### config.mk
export PLATFORM = sky130hd
export DESIGN_NAME = midi_msg_parser
export DESIGN_NICKNAME = d
export VERILOG_FILES = /design/src/rtl/midi_pkg.sv /design/src/rtl/midi_byte_strobe.sv /design/src/rtl/midi_msg_parser.sv
export SDC_FILE = /design/constraint.sdc
export NUM_CORES = 1
export LEC_CHECK = 0
export BUFFER_PORTS_ARGS = -buffer_cell sky130_fd_sc_hd__buf_2
export CAP_MARGIN = 10
export CORE_MARGIN = 4
export CORE_UTILIZATION = 25
export DETAILED_ROUTE_END_ITERATION = 6
export PLACE_DENSITY = 0.54
export RECOVER_POWER = 50
export SLEW_MARGIN = 20
export SYNTH_ARGS = -nofsm -noshare
export SYNTH_HDL_FRONTEND = slang
export SYNTH_SLANG_ARGS = --single-unit
export TNS_END_PERCENT = 30
### constraint.sdc
create_clock -name clk_100mhz -period 3.5 [get_ports clk_100mhz]
set_input_delay 0.7 -clock clk_100mhz [delete_from_list [all_inputs] [get_ports clk_100mhz]]
set_output_delay 0.7 -clock clk_100mhz [all_outputs]
set_load 0.02 [all_outputs]
### src/rtl/midi_pkg.sv
// Shared types and constants for the MIDI channel-voice message parser.
package midi_pkg;

  typedef enum logic [1:0] {
    WAIT_STATUS = 2'd0,
    WAIT_DATA1  = 2'd1,
    WAIT_DATA2  = 2'd2
  } parser_state_t;

  localparam logic [3:0] MIDI_NOTE_OFF = 4'h8;
  localparam logic [3:0] MIDI_NOTE_ON  = 4'h9;
  localparam logic [3:0] MIDI_POLY_AT  = 4'hA;
  localparam logic [3:0] MIDI_CC       = 4'hB;
  localparam logic [3:0] MIDI_PROG     = 4'hC;
  localparam logic [3:0] MIDI_CHAN_AT  = 4'hD;
  localparam logic [3:0] MIDI_PITCH    = 4'hE;

  localparam logic [7:0] MIDI_REALTIME_MIN = 8'hF8;

  // Number of data bytes that follow a channel status byte.
  function automatic logic [1:0] midi_data_len(input logic [7:0] status);
    if (status[7:4] == MIDI_PROG || status[7:4] == MIDI_CHAN_AT)
      return 2'd1;
    else
      return 2'd2;
  endfunction

endpackage

### src/rtl/midi_byte_strobe.sv
// Turns the UART level-style valid into a single-cycle strobe per received byte.
module midi_byte_strobe (
  input  logic clk_100mhz,
  input  logic reset,
  input  logic byte_valid,
  output logic strobe
);

  logic prev_valid;

  // History resets high so a valid already asserted out of reset is not taken as a byte.
  always_ff @(posedge clk_100mhz) begin
    if (reset)
      prev_valid <= 1'b1;
    else
      prev_valid <= byte_valid;
  end

  assign strobe = byte_valid & ~prev_valid;

endmodule

### src/rtl/midi_msg_parser.sv
// Assembles MIDI channel-voice messages from received bytes and emits note events.
//   state       | meaning
//   WAIT_STATUS | idle; data bytes reuse running status as DATA1
//   WAIT_DATA1  | status seen, expecting first data byte
//   WAIT_DATA2  | first data byte stored, expecting second
module midi_msg_parser
  import midi_pkg::*;
#(
  parameter logic       OMNI    = 1'b1,
  parameter logic [3:0] CHANNEL = 4'h0
) (
  input  logic       clk_100mhz,
  input  logic       reset,
  input  logic [7:0] byte_in,
  input  logic       byte_valid,
  output logic       event_valid,
  output logic       event_note_on,
  output logic [3:0] event_channel,
  output logic [6:0] event_note,
  output logic [6:0] event_velocity,
  output logic [7:0] running_status
);

  parser_state_t state;
  logic [6:0]    d1;
  logic          strobe;
  logic          is_realtime;
  logic          is_system;
  logic          is_status;
  logic          one_byte_msg;
  logic          is_note_msg;
  logic          chan_ok;
  logic          note_on_now;

  midi_byte_strobe u_strobe (
    .clk_100mhz (clk_100mhz),
    .reset      (reset),
    .byte_valid (byte_valid),
    .strobe     (strobe)
  );

  assign is_realtime  = (byte_in >= MIDI_REALTIME_MIN);
  assign is_system    = (byte_in >= 8'hF0) && !is_realtime;
  assign is_status    = byte_in[7] && !is_system && !is_realtime;
  assign one_byte_msg = (midi_data_len(running_status) == 2'd1);
  assign is_note_msg  = (running_status[7:4] == MIDI_NOTE_ON) ||
                        (running_status[7:4] == MIDI_NOTE_OFF);
  assign chan_ok      = OMNI || (running_status[3:0] == CHANNEL);
  assign note_on_now  = (running_status[7:4] == MIDI_NOTE_ON) && (byte_in[6:0] != 7'd0);

  always_ff @(posedge clk_100mhz) begin
    if (reset) begin
      state          <= WAIT_STATUS;
      d1             <= 7'd0;
      running_status <= 8'h00;
      event_valid    <= 1'b0;
      event_note_on  <= 1'b0;
      event_channel  <= 4'd0;
      event_note     <= 7'd0;
      event_velocity <= 7'd0;
    end else begin
      event_valid <= 1'b0;
      if (strobe && !is_realtime) begin
        if (is_system) begin
          running_status <= 8'h00;
          state          <= WAIT_STATUS;
        end else if (is_status) begin
          running_status <= byte_in;
          state          <= WAIT_DATA1;
        end else begin
          case (state)
            WAIT_STATUS: begin
              if (running_status != 8'h00 && !one_byte_msg) begin
                d1    <= byte_in[6:0];
                state <= WAIT_DATA2;
              end
            end
            WAIT_DATA1: begin
              d1    <= byte_in[6:0];
              state <= one_byte_msg ? WAIT_STATUS : WAIT_DATA2;
            end
            WAIT_DATA2: begin
              state <= WAIT_STATUS;
              if (is_note_msg && chan_ok) begin
                event_valid    <= 1'b1;
                event_note_on  <= note_on_now;
                event_channel  <= running_status[3:0];
                event_note     <= d1;
                event_velocity <= note_on_now ? byte_in[6:0] : 7'd0;
              end
            end
            default: state <= WAIT_STATUS;
          endcase
        end
      end
    end
  end

endmodule

==> qor_table.md, run 1 <==
| Parameter | Reported |
| --- | --- |
| Run status | finished clean |
| Hold path cells | 2 |
| Number of buffers inserted for hold repair after clock tree synthesis | 0 |
| Clock-pin slew of the registers on the worst-case setup and hold paths | 0.07 ns |
| Number of cells traversed by the worst register-to-register path | 4 |
| Sw power | 0.1897 mW |
| Worst setup path class | input port to flop |
| Port Buffers | 38 |
| Global placement routability congestion | 0.7884 |
| Overall track demand over capacity in global routing | 0.1089 |
| Slowest CP cell | sky130_fd_sc_hd__or4_1 |
| Register bit total from synthesis | 38 |
| Die width | 84.88 um |
| Gates resized, CTS repair | 0 |
| Unrepaired setup endpoints after global routing | false |
| Final worst clock skew | 0.004531 ns |
| Crit. End Element | flop |
| Max Cap Viol | 0 |
| WP data arrival | 2.40 ns |
| First-iteration detailed-routing DRC count | 67 |
| Final Max Slew Viols | 0 |
| Synthesized area per cell | 8.641 sq um |
| Number of post-CTS setup repair buffers | 0 |
| Sequential power share | 0.510 |
| Type of element launching the critical path | input port |
| # nets final | 218 |
| Combined area of all synthesized cells | 0.001478 sq mm |
| Internal power consumption | 0.6816 mW |
| Sequential area share after synthesis | 0.5148 |
| Peak VDD IR | 0.1631 mV |
| Sink of the worst hold path | event_note[4] |
| CTS tree | built |
| Final standard cell utilization of the core | 0.3199 |
| FP Rows | 27 |
| Number of DRC violations after detailed routing | 0 |
| DP HPWL | 2.555 mm |
| Number of iterations in the first detailed-routing pass | 4 |
| Clock insertion delay at the later pin of the skew report | 0.29 ns |
| Cell count after synthesis | 171 |
| CTS Buf Count | 5 |
| Endpoint of the worst register-to-register path | event_channel[3] |
| Actual slew at the worst max-slew pin | 0.7395 ns |
| Setup Viol. Count Final | 0 |
| Number of I/O pins | 39 |
| Startpoint of the worst-slack reg-to-reg timing path | u_strobe.prev_valid |
| Clock network power share | 0.435 |
| Max-slew headroom at the worst pin | 0.5070 |
| Number of antenna-violating nets in the routed design | 0 |
| Proportion of layout cells with a drive suffix above 1 | 0.1256 |
| Tmin final | 2.242 ns |
| Static power due to leakage | 0.6098 nW |
| Starting utilization of the core area | 0.2635 |
| Peak fanout along the critical path | 20 |
| Post-synth ARST share | 0 |
| Ordered list of cells on the worst path | buf_2 > or3b_4 > or4_1 > nand2_1 > a21oi_2 |
| Drt wl/cell | 13.66 um |
| Synth Warn # | 0 |
| Pin count of the biggest net entering global routing | 32 |
| Largest stage delay, worst path | 0.89 ns |
| Period utilisation layout | 0.6407 |
| Number of H-tree levels | 2 |
| Worst Hold Launch | d1[4] |
| Total global routing overflow | 0 |
| Total length of routed wires | 3.810 mm |
| Nets in the synthesized netlist | 182 |
| Number of enable-type register cells in the synthesized netlist | 0 |
| Summed negative setup slack over all endpoints | 0 ns |
| Type of the most critical hold path | flop to flop |
| Flop-to-flop setup slack | 1.48 ns |
| CTS Root Buffer Type | sky130_fd_sc_hd__clkbuf_8 |
| Achievable frequency | 445.9 MHz |
| Number of antenna violations at the first check in global routing | 0 |
| Core ar. | 0.005608 sq mm |
| Primary flip-flop cell chosen by synthesis mapping | sky130_fd_sc_hd__dfxtp_1 |
| Via count of the routed design | 1257 |
| Power density cells | 485.6 mW/mm^2 |
| Sw Share | 0.2177 |
| Routed vias/inst | 4.505 |
| Die span in y | 84.88 um |
| Number of buffers between clock root and the deepest sink | 2 |
| Via count of the first global-routing pass | 1257 |
| Number of different library cells in the post-synthesis netlist | 30 |
| Data required time at the worst endpoint | 3.66 ns |
| Combinational Power Share | 0.055 |
| Clock sinks | 38 |
| Antenna Diode Count | 0 |
| Synth-to-Final Area Change | 21.42% |
| Die Area | 0.007205 sq mm |
| Final hold viol count | 0 |
| Wire length of the first global-routing pass | 6.216 mm |
critical path: cells and delay by family:
| kind | cells | cell delay [ns] |
|---|---|---|
| AO/OA/AOI/OAI | 1 | 0.07 |
| buffers and inverters | 1 | 0.11 |
| AND/OR/NAND/NOR | 3 | 1.52 |
synth_stat cells (all sizes together), types with 2 or more instances:
cell     n  area [sq um]
nor2     9         33.78
buf      5         30.02
inv      3         11.26
nor4     4         40.04
nand3    8         40.04
dfxtp   38         760.7
a21oi   23         126.4
o21ai    2         10.01
or2      2         12.51
a22oi    6         45.04
clkbuf   5         18.77
mux2i    7         70.07
nand2   46         172.7
power groups by stage:
stage                     Sequential, mW  Clock, mW  Combinational (mW)
after floorplan                    0.456          0              0.0254
after global placement             0.454          0              0.0490
after detailed placement           0.454          0              0.0490
after CTS                          0.444      0.389              0.0493
after global routing               0.445      0.402              0.0533
final                              0.445      0.379              0.0480
through the flow:
step | power [mW] | cell area, sq um | hold WS (ns) | worst slack [ns] | cells
final | 0.8713 | 1794 | 0.4436 | 1.258 | 279
after global routing | 0.9004 | 1794 | 0.4776 | 1.167 | 279
after CTS | 0.8825 | 1829 | 0.4512 | 1.261 | 279
after detailed placement | 0.5033 | 1717 | 0.4429 | 0.9526 | 272
after global placement | 0.5033 | 1717 | 0.4402 | 0.9863 | 272
after floorplan | 0.4814 | 1478 | 0.4321 | 1.451 | 171
sequential cells by signal (all words and copies together), names as in the netlist:
signal / flops
event_note: 7
state: 2
event_valid: 1
event_velocity: 7
d1: 7
u_strobe.prev_valid: 1
event_channel: 4
event_note_on: 1
running_status: 8
how the worst max path moves through the flow:
stage / end / slack [ns] / start
after CTS: event_channel[3] / 1.26 / byte_in[7]
after global placement: event_channel[1] / 0.99 / byte_in[7]
after global routing: event_channel[2] / 1.17 / byte_in[7]
after floorplan: event_channel[1] / 1.45 / byte_in[7]
after detailed placement: event_channel[3] / 0.95 / byte_in[7]
final: event_channel[3] / 1.26 / byte_in[7]
cell families after synthesis:
family | Yosys count | synth area share
AND/OR/NAND/NOR | 77 | 0.2430
flip-flops | 38 | 0.5148
AO/OA/AOI/OAI | 36 | 0.1541
multiplexers | 7 | 0.04742
buffers and inverters | 13 | 0.04064
cell type report:
type	instances	area (sq um)
clock buffers	6	82.58
clock inverters	1	30.03
fillers	656	3814
inverters	3	11.26
multi-input cells	120	656.9
flip-flops and latches	38	760.7
well taps	72	90.09
repair buffers	39	162.7
metal layers:
layer	wire (um)	vias to the layer above	part of all wire	GRT usage
met3	285	5	0.075	0.04854
met4	43	0	0.011	0.03741
met2	1716	28	0.45	0.1694
met5	0	-	0	0
li1	-	652	-	-
met1	1765	572	0.46	0.1340
placed cells by master, fill, tap and decap left out:
cell and instances:
sky130_fd_sc_hd__clkbuf_1 28, sky130_fd_sc_hd__nor4_4 1, sky130_fd_sc_hd__or2_2 2, sky130_fd_sc_hd__nand2_1 46
sky130_fd_sc_hd__clkbuf_8 6, sky130_fd_sc_hd__o221a_2 1, sky130_fd_sc_hd__a21oi_2 3, sky130_fd_sc_hd__a22oi_1 6
sky130_fd_sc_hd__dfxtp_1 38, sky130_fd_sc_hd__buf_4 1, sky130_fd_sc_hd__o21bai_1 1, sky130_fd_sc_hd__o21a_1 1
sky130_fd_sc_hd__or2b_1 1, sky130_fd_sc_hd__a21oi_1 20, sky130_fd_sc_hd__or3b_4 1, sky130_fd_sc_hd__inv_1 3
sky130_fd_sc_hd__or4_1 1, sky130_fd_sc_hd__mux2i_1 7, sky130_fd_sc_hd__a32o_1 1, sky130_fd_sc_hd__o21ai_0 2
sky130_fd_sc_hd__nand3_1 8, sky130_fd_sc_hd__a41o_1 1, sky130_fd_sc_hd__nand3b_1 1, sky130_fd_sc_hd__buf_2 10
sky130_fd_sc_hd__nor3_1 1, sky130_fd_sc_hd__nand4_1 1, sky130_fd_sc_hd__and3b_1 1, sky130_fd_sc_hd__nor2b_1 1
sky130_fd_sc_hd__nor2_1 9, sky130_fd_sc_hd__bufinv_16 1, sky130_fd_sc_hd__nor4_1 3
Note: power is estimated with default switching activity, not from simulation.
==> run 2: changes to the inputs <==
Settings changed: ABC_AREA from default to 1, PLACE_DENSITY 0.54 to 0.53.
Clock period 3.5 ns to 2.2 ns, I/O delays scaled along.
==> run 2 against run 1 <==
  * Synthesized cell count is 40% higher
  * First-iteration DRC count unchanged
  * Sequential power grew 59%
  * Clock-buffer cell count is the same
  * Worst hold slack got worse by 0.097 ns
  * Total power up 79%
  * Design area is 15% higher
  * Global-route usage fell by 0.16 points
  * Critical path type unchanged
==> qor_table.md, run 2 <==
| Parameter | Reported | Delta |
| --- | --- | --- |
| Run status | finished clean |  |
| DP HPWL | 2.956 mm | +16% |
| Leading area contributor after synthesis | sky130_fd_sc_hd__dfxtp_1 |  |
| Total global routing overflow | 0 | unchanged |
| Combined area of the multi-input logic cells | 783.3 sq um | +19% |
| CTS tree | built |  |
| Number of buffers inserted for hold repair after clock tree synthesis | 0 | unchanged |
| Number of antenna-violating nets in the routed design | 0 | unchanged |
| Number of different library cells in the post-synthesis netlist | 22 | -27% |
| Final hold viol count | 0 | unchanged |
| Cell types with the largest area share after synthesis | sky130_fd_sc_hd__dfxtp_1 (44%), sky130_fd_sc_hd__nand2_1 (9.9%), sky130_fd_sc_hd__nor2_1 (9.7%), sky130_fd_sc_hd__inv_1 (5.8%), sky130_fd_sc_hd__nand3_1 (4.9%) |  |
| Starting utilization of the core area | 0.2569 | -0.006647 |
| Synthesized area per cell | 7.261 sq um | -16% |
| Setup Viol. Count Final | 0 | unchanged |
| CTS Root Buffer Type | sky130_fd_sc_hd__clkbuf_8 |  |
| Total of fill cells in the finished design | 778 | +19% |
| Number of enable-type register cells in the synthesized netlist | 0 | unchanged |
| Most used standard cell by instance count after synthesis | sky130_fd_sc_hd__nand2_1 |  |
| Port Buffers | 38 | unchanged |
| Number of cells traversed by the worst register-to-register path | 6 | +2 |
| Global placement routability congestion | 0.7461 | -5.4% |
| Final Max Slew Viols | 0 | unchanged |
| Most flops, register | running_status |  |
| Crit. End Element | flop |  |
| Primary flip-flop cell chosen by synthesis mapping | sky130_fd_sc_hd__dfxtp_1 |  |
| Overall track demand over capacity in global routing | 0.1073 | -0.001598 |
| Hold path cells | 3 | +1 |
| Number of flip-flops in the largest register | 8 | unchanged |
| Synth Warn # | 0 | unchanged |
| Slowest CP cell | sky130_fd_sc_hd__nand3_2 |  |
| Number of I/O pins | 39 | unchanged |
| Combinational Power Share | 0.075 | +0.020 |
| Portion of synthesized cell area occupied by the leading cell type | 0.4384 | -0.07646 |
| Most numerous cell types in the synthesized netlist | sky130_fd_sc_hd__nand2_1 (46), sky130_fd_sc_hd__nor2_1 (45), sky130_fd_sc_hd__dfxtp_1 (38), sky130_fd_sc_hd__inv_1 (27), sky130_fd_sc_hd__nand3_1 (17) |  |
| Static power due to leakage | 0.8660 nW | +42% |
| Final standard cell utilization of the core | 0.3052 | -0.01476 |
| Max-slew headroom at the worst pin | 0.4927 | -0.01432 |
| Achievable frequency | 581.8 MHz |  |
| Data required time at the worst endpoint | 2.34 ns | -1.32 ns |
| Peak fanout along the critical path | 20 | unchanged |
| Sequential area share after synthesis | 0.4384 | -0.07646 |
| Worst setup path class | input port to flop |  |
| WP data arrival | 1.86 ns | -0.54 ns |
| Type of the most critical hold path | input port to flop |  |
| Ordered list of cells on the worst path | buf_2 > nand2_2 > nor2_1 > nand2_1 > nand2_4 > inv_4 > nand3_2 > nand2_1 > a21oi_1 |  |
| Endpoint of the worst register-to-register path | event_velocity[3] |  |
| Clock-pin slew of the registers on the worst-case setup and hold paths | 0.08 ns | about the same |
| Unrepaired setup endpoints after global routing | false |  |
| # nets final | 287 | +32% |
| Actual slew at the worst max-slew pin | 0.7610 ns | +0.02148 ns |
| Sw Share | 0.2180 | +0.0003350 |
| Wire length of the first global-routing pass | 7.376 mm | +19% |
| Max Cap Viol | 0 | unchanged |
| Number of buffers between clock root and the deepest sink | 2 | unchanged |
| CTS Buf Count | 5 | unchanged |
| Cell count after synthesis | 239 | +40% |
| Synth-to-Final Area Change | 18.82% |  |
| Power density cells | 754.4 mW/mm^2 | +55% |
| Antenna Diode Count | 0 | unchanged |
| Most repeated library cell on the critical path | sky130_fd_sc_hd__nand2_1 |  |
| Startpoint of the worst-slack reg-to-reg timing path | u_strobe.prev_valid |  |
| Final worst clock skew | 0.007359 ns | +0.002828 ns |
| Worst Hold Launch | byte_valid |  |
| Peak VDD IR | 0.3020 mV | +85% |
| Proportion of layout cells with a drive suffix above 1 | 0.1227 | -0.002860 |
| Placed standard-cell area | 0.001969 sq mm | +15% |
| First-iteration detailed-routing DRC count | 67 | unchanged |
| Internal power consumption | 1.217 mW | +78% |
| Register bit total from synthesis | 38 | unchanged |
| Clock network power share | 0.471 | +0.036 |
| Type of element launching the critical path | input port |  |
| Number of iterations in the first detailed-routing pass | 4 | unchanged |
| Post-synth ARST share | 0 | unchanged |
| Sink of the worst hold path | u_strobe.prev_valid |  |
| Routed vias/inst | 4.261 | -5.4% |
| Total length of routed wires | 4.060 mm | +6.6% |
| Pin count of the biggest net entering global routing | 22 | -31% |
| Top library cells by usage in the layout, fill and taps aside | sky130_fd_sc_hd__nand2_1 (47), sky130_fd_sc_hd__nor2_1 (46), sky130_fd_sc_hd__dfxtp_1 (38) |  |
| Area of all placed cells without fillers | 0.002062 sq mm | +15% |
| Clock insertion delay at the later pin of the skew report | 0.29 ns | about the same |
| FP Rows | 30 | +11% |
| Nets in the synthesized netlist | 250 | +37% |
| FF/Latch Area | 760.7 sq um | unchanged |
| Clock sinks | 38 | unchanged |
| Combined area of all synthesized cells | 0.001735 sq mm | +17% |
| Number of DRC violations after detailed routing | 0 | unchanged |
| Flop-to-flop setup slack | 0.65 ns | -0.83 ns |
| Core ar. | 0.006756 sq mm | +20% |
| Most common library cell in the layout ignoring fill and taps | sky130_fd_sc_hd__nand2_1 |  |
| Drt wl/cell | 11.37 um | -17% |
| Via count of the routed design | 1521 | +21% |
| Summed negative setup slack over all endpoints | 0 ns | unchanged |
| Sequential power share | 0.454 | -0.056 |
| Die Area | 0.008338 sq mm | +16% |
| Via count of the first global-routing pass | 1565 | +25% |
| Largest stage delay, worst path | 0.34 ns | -0.55 ns |
| Number of antenna violations at the first check in global routing | 0 | unchanged |
| Period utilisation layout | 0.7813 |  |
| Die span in y | 91.32 um | +7.6% |
| Number of post-CTS setup repair buffers | 0 | unchanged |
| Tmin final | 1.719 ns |  |
| Die width | 91.32 um | +7.6% |
| Gates resized, CTS repair | 0 | unchanged |
| Sw power | 0.3391 mW | +79% |
| Number of H-tree levels | 2 | unchanged |
## run 2: cell types whose count changed in the layout (fill, tap and decap cells not counted), sizes merged, moves of 4 or more
cell and delta:
a22oi -6, mux2i -7, inv +27, o21ai +10
nand2 +6, nor4 -4, a21oi -7, nor2 +41
nand3 +12, nand4 +7
## run 2: per-stage QoR
step | setup WS (ns) | power, mW | hold slack, ns | instances
3_5_place_dp | 0.2992 | 0.8432 | 0.4536 | 349
3_3_place_gp | 0.3067 | 0.8426 | 0.4534 | 349
2_1_floorplan | 0.8278 | 0.8102 | 0.4538 | 239
4_1_cts | 0.6001 | 1.580 | 0.3498 | 357
5_1_grt | 0.2711 | 1.628 | 0.3592 | 357
6_report | 0.4811 | 1.556 | 0.3468 | 357
## run 2: how the worst max path moves through the flow
stage	from	to	depth (start not counted)
final	byte_in[5]	event_velocity[3]	9
after global routing	byte_in[4]	event_note[0]	9
after CTS	byte_in[5]	event_note[4]	9
after detailed placement	byte_in[5]	event_note[0]	9
after global placement	byte_in[5]	event_note[4]	9
after floorplan	byte_in[5]	state[1]	10
## run 2: logic make-up after synthesis
| group | Yosys count | synth area share |
|---|---|---|
| buffers and inverters | 38 | 0.1017 |
| and+or+nand+nor | 134 | 0.3684 |
| AOI/OAI and AO/OA | 29 | 0.09157 |
| DFF | 38 | 0.4384 |
## run 2: power by group through the flow
stage                     clock network (mW)  registers (mW)  logic [mW]
after detailed placement                   0           0.722       0.121
final                                  0.732           0.706       0.117
after global routing                   0.783           0.708       0.137
after floorplan                            0           0.724      0.0859
after CTS                              0.753           0.706       0.122
after global placement                     0           0.722       0.120
## run 2: worst max-delay path: cells and delay by family
family,cells,cell delay (ns)
AND/OR/NAND/NOR,6,1.09
AO/OA/AOI/OAI,1,0.08
buffers and inverters,2,0.25
## run 2: area by class of cell
class | count | area share
clock buffers | 6 | 0.04005
multi-input cells | 163 | 0.3799
repair buffers | 38 | 0.07524
flip-flops and latches | 38 | 0.3689
clock inverters | 2 | 0.02913
well taps | 80 | 0.04854
inverters | 30 | 0.05825
## run 2: layer usage
layer	wire length, um	GRT usage	vias to the layer above	part of all wire
met5	0	0	-	0
met2	1728	0.1741	29	0.43
met1	2152	0.1405	660	0.53
met4	29	0.02261	0	0.0071
met3	149	0.03231	4	0.037
li1	-	-	828	-
==> run 3: changes to the inputs <==
Settings changed: PLACE_DENSITY 0.53 to 0.55.
Clock period 2.2 ns to 1.4 ns, I/O delays scaled along.
==> run 3 against run 2 <==
  * Worst hold slack worse by 0.17 ns
  * Sequential power is 57% higher
  * Largest power group is now sequential cells
  * Highest routed layer unchanged
  * Critical endpoint is now event_channel[2]
  * Critical path depth is 1 lower
==> qor_table.md, run 3 (synthesis results as in run 2) <==
| Parameter | Reported | Delta |
| --- | --- | --- |
| Proportion of layout cells with a drive suffix above 1 | 0.2525 | +0.1297 |
| Worst setup slack before clock tree synthesis | -0.06169 ns | -0.3609 ns |
| Tmin final | 1.300 ns |  |
| Sw Share | 0.2595 | +0.04149 |
| Number of iterations in the first detailed-routing pass | 4 | unchanged |
| Actual slew at the worst max-slew pin | 0.2861 ns | -0.4749 ns |
| Worst setup path class | flop to flop |  |
| Overall track demand over capacity in global routing | 0.1076 | +0.0002911 |
| Type of element launching the critical path | flop |  |
| Sw power | 0.5518 mW | +63% |
| Final worst clock skew | 0.005922 ns | -0.001437 ns |
| Number of antenna-violating nets in the routed design | 0 | unchanged |
| Max Cap Viol | 0 | unchanged |
| Run status | finished clean |  |
| Startpoint of the worst-slack reg-to-reg timing path | running_status[5] |  |
| Clock insertion delay at the later pin of the skew report | 0.29 ns | about the same |
| Number of antenna violations at the first check in global routing | 0 | unchanged |
| Period utilisation layout | 0.9286 |  |
| Top library cells by usage in the layout, fill and taps aside | sky130_fd_sc_hd__nand2_1 (46), sky130_fd_sc_hd__nor2_1 (43), sky130_fd_sc_hd__dfxtp_1 (35) |  |
| Die width | 91.32 um | unchanged |
| Wire length of the first global-routing pass | 7.272 mm | -1.4% |
| Total global routing overflow | 0 | unchanged |
| Clock network power share | 0.370 | -0.101 |
| Critical path endpoint | event_channel[2] |  |
| Most common library cell in the layout ignoring fill and taps | sky130_fd_sc_hd__nand2_1 |  |
| Number of H-tree levels | 2 | unchanged |
| Number of buffers between clock root and the deepest sink | 2 | unchanged |
| Post-route setup slack | 0.1000 ns | -0.3811 ns |
| Area of all placed cells without fillers | 0.002260 sq mm | +9.6% |
| Placed standard-cell area | 0.002127 sq mm | +8.0% |
| Total length of routed wires | 4.314 mm | +6.3% |
| Flop-to-flop setup slack | 0.1 ns | -0.55 ns |
| Port Buffers | 38 | unchanged |
| Peak fanout along the critical path | 11 | -45% |
| Clock-pin slew of the registers on the worst-case setup and hold paths | 0.08 ns | about the same |
| Die Area | 0.008338 sq mm | unchanged |
| Pin count of the biggest net entering global routing | 22 | unchanged |
| Combinational Power Share | 0.108 | +0.033 |
| Synth-to-Final Area Change | 30.21% |  |
| Data required time at the worst endpoint | 1.59 ns | -0.75 ns |
| Total Power Consumption | 2.127 mW | +37% |
| Most flops, register | running_status |  |
| Starting utilization of the core area | 0.2569 | unchanged |
| DP HPWL | 3.244 mm | +9.7% |
| Combined area of the multi-input logic cells | 834.6 sq um | +6.5% |
| Endpoint of the worst register-to-register path | event_channel[2] |  |
| Summed negative setup slack over all endpoints | 0 ns | unchanged |
| CTS tree | built |  |
| Die span in y | 91.32 um | unchanged |
| Max-slew headroom at the worst pin | 0.8101 | +0.3174 |
| CTS Root Buffer Type | sky130_fd_sc_hd__clkbuf_8 |  |
| Clock sinks | 38 | unchanged |
| Internal power consumption | 1.575 mW | +29% |
| Sequential power share | 0.521 | +0.067 |
| Via count of the first global-routing pass | 1572 | +0.45% |
| Type of the most critical hold path | input port to flop |  |
| Number of cells traversed by the worst register-to-register path | 8 | +2 |
| CTS Buf Count | 5 | unchanged |
| Hold path cells | 3 | unchanged |
| First-iteration detailed-routing DRC count | 49 | -27% |
| Global placement routability congestion | 0.7490 | +0.39% |
| Number of flip-flops in the largest register | 8 | unchanged |
| Power density cells | 941.1 mW/mm^2 | +25% |
| Number of standard cells in the layout, taps in and fillers out | 381 | +6.7% |
| Final standard cell utilization of the core | 0.3344 | +0.02926 |
| # nets final | 311 | +8.4% |
| Final Max Slew Viols | 0 | unchanged |
| FF/Latch Area | 764.5 sq um | +0.49% |
| Setup Viol. Count Final | 0 | unchanged |
| FP Rows | 30 | unchanged |
| WP data arrival | 1.49 ns | -0.37 ns |
| Core ar. | 0.006756 sq mm | unchanged |
| Antenna Diode Count | 0 | unchanged |
| Achievable frequency | 769.2 MHz |  |
| Number of DRC violations after detailed routing | 0 | unchanged |
| Final hold viol count | 0 | unchanged |
| Drt wl/cell | 11.32 um | -0.44% |
| Start point of the critical path | running_status[5] |  |
| Peak VDD IR | 0.3823 mV | +27% |
| Total of fill cells in the finished design | 760 | -2.3% |
| Routed vias/inst | 4.286 | +0.60% |
| Instance count after placement with tap cells included | 370 | +6.0% |
| Number of I/O pins | 39 | unchanged |
| Static power due to leakage | 1.009 nW | +16% |
| Worst-case hold slack | 0.1743 ns | -0.1725 ns |
| Via count of the routed design | 1633 | +7.4% |
| Crit. End Element | flop |  |
[run 3: timing repair]
item                                    4_1_cts  5_1_grt
gates cloned                                  0        1
buffers inserted                              0        2
resized for setup                             4       10
endpoints found under the setup margin       13       24
pin swaps                                     0        3
hold buffers                                  0        0
[run 3: power by group through the flow]
stage          Clock (mW)  Sequential, mW  Combinational, mW
6_report            0.787            1.11              0.231
5_1_grt             0.864            1.11              0.261
4_1_cts             0.828            1.11              0.219
3_5_place_dp            0            1.13              0.215
3_3_place_gp            0            1.13              0.214
2_1_floorplan           0            1.14              0.135
[run 3: metal layers]
| metal | GRT usage | vias to the layer above | share of wire |
|---|---|---|---|
| met5 | 0 | - | 0 |
| met4 | 0.03769 | 0 | 0.017 |
| met3 | 0.03065 | 7 | 0.044 |
| met2 | 0.1784 | 31 | 0.47 |
| met1 | 0.1327 | 722 | 0.47 |
| li1 | - | 873 | - |
[run 3: layout make-up]
| cell class | instances | share of cell area |
|---|---|---|
| tap | 80 | 0.04430 |
| clock inverter | 2 | 0.005537 |
| sequential | 38 | 0.3383 |
| multi-input combinational | 164 | 0.3693 |
| clock buffer | 6 | 0.03654 |
| inverter | 30 | 0.05316 |
| timing repair buffer | 61 | 0.1528 |
[run 3: worst min path at each step]
stage | start | end | slack, ns
finish | byte_valid | u_strobe.prev_valid | 0.17
global route | byte_valid | u_strobe.prev_valid | 0.20
CTS | byte_valid | u_strobe.prev_valid | 0.17
detailed placement | event_velocity[3] | event_velocity[3] | 0.45
global placement | event_velocity[2] | event_velocity[2] | 0.45
floorplan | byte_valid | u_strobe.prev_valid | 0.38
[run 3: worst max-delay path, stage by stage, from the launching register on]
cell                      delay, ns
sky130_fd_sc_hd__dfxtp_1       0.33
sky130_fd_sc_hd__inv_1         0.10
sky130_fd_sc_hd__nand3_1       0.11
sky130_fd_sc_hd__nor2_4        0.13
sky130_fd_sc_hd__buf_4         0.12
sky130_fd_sc_hd__nand3_2       0.07
sky130_fd_sc_hd__buf_4         0.18
sky130_fd_sc_hd__nor2_1        0.10
sky130_fd_sc_hd__nor2_1        0.05
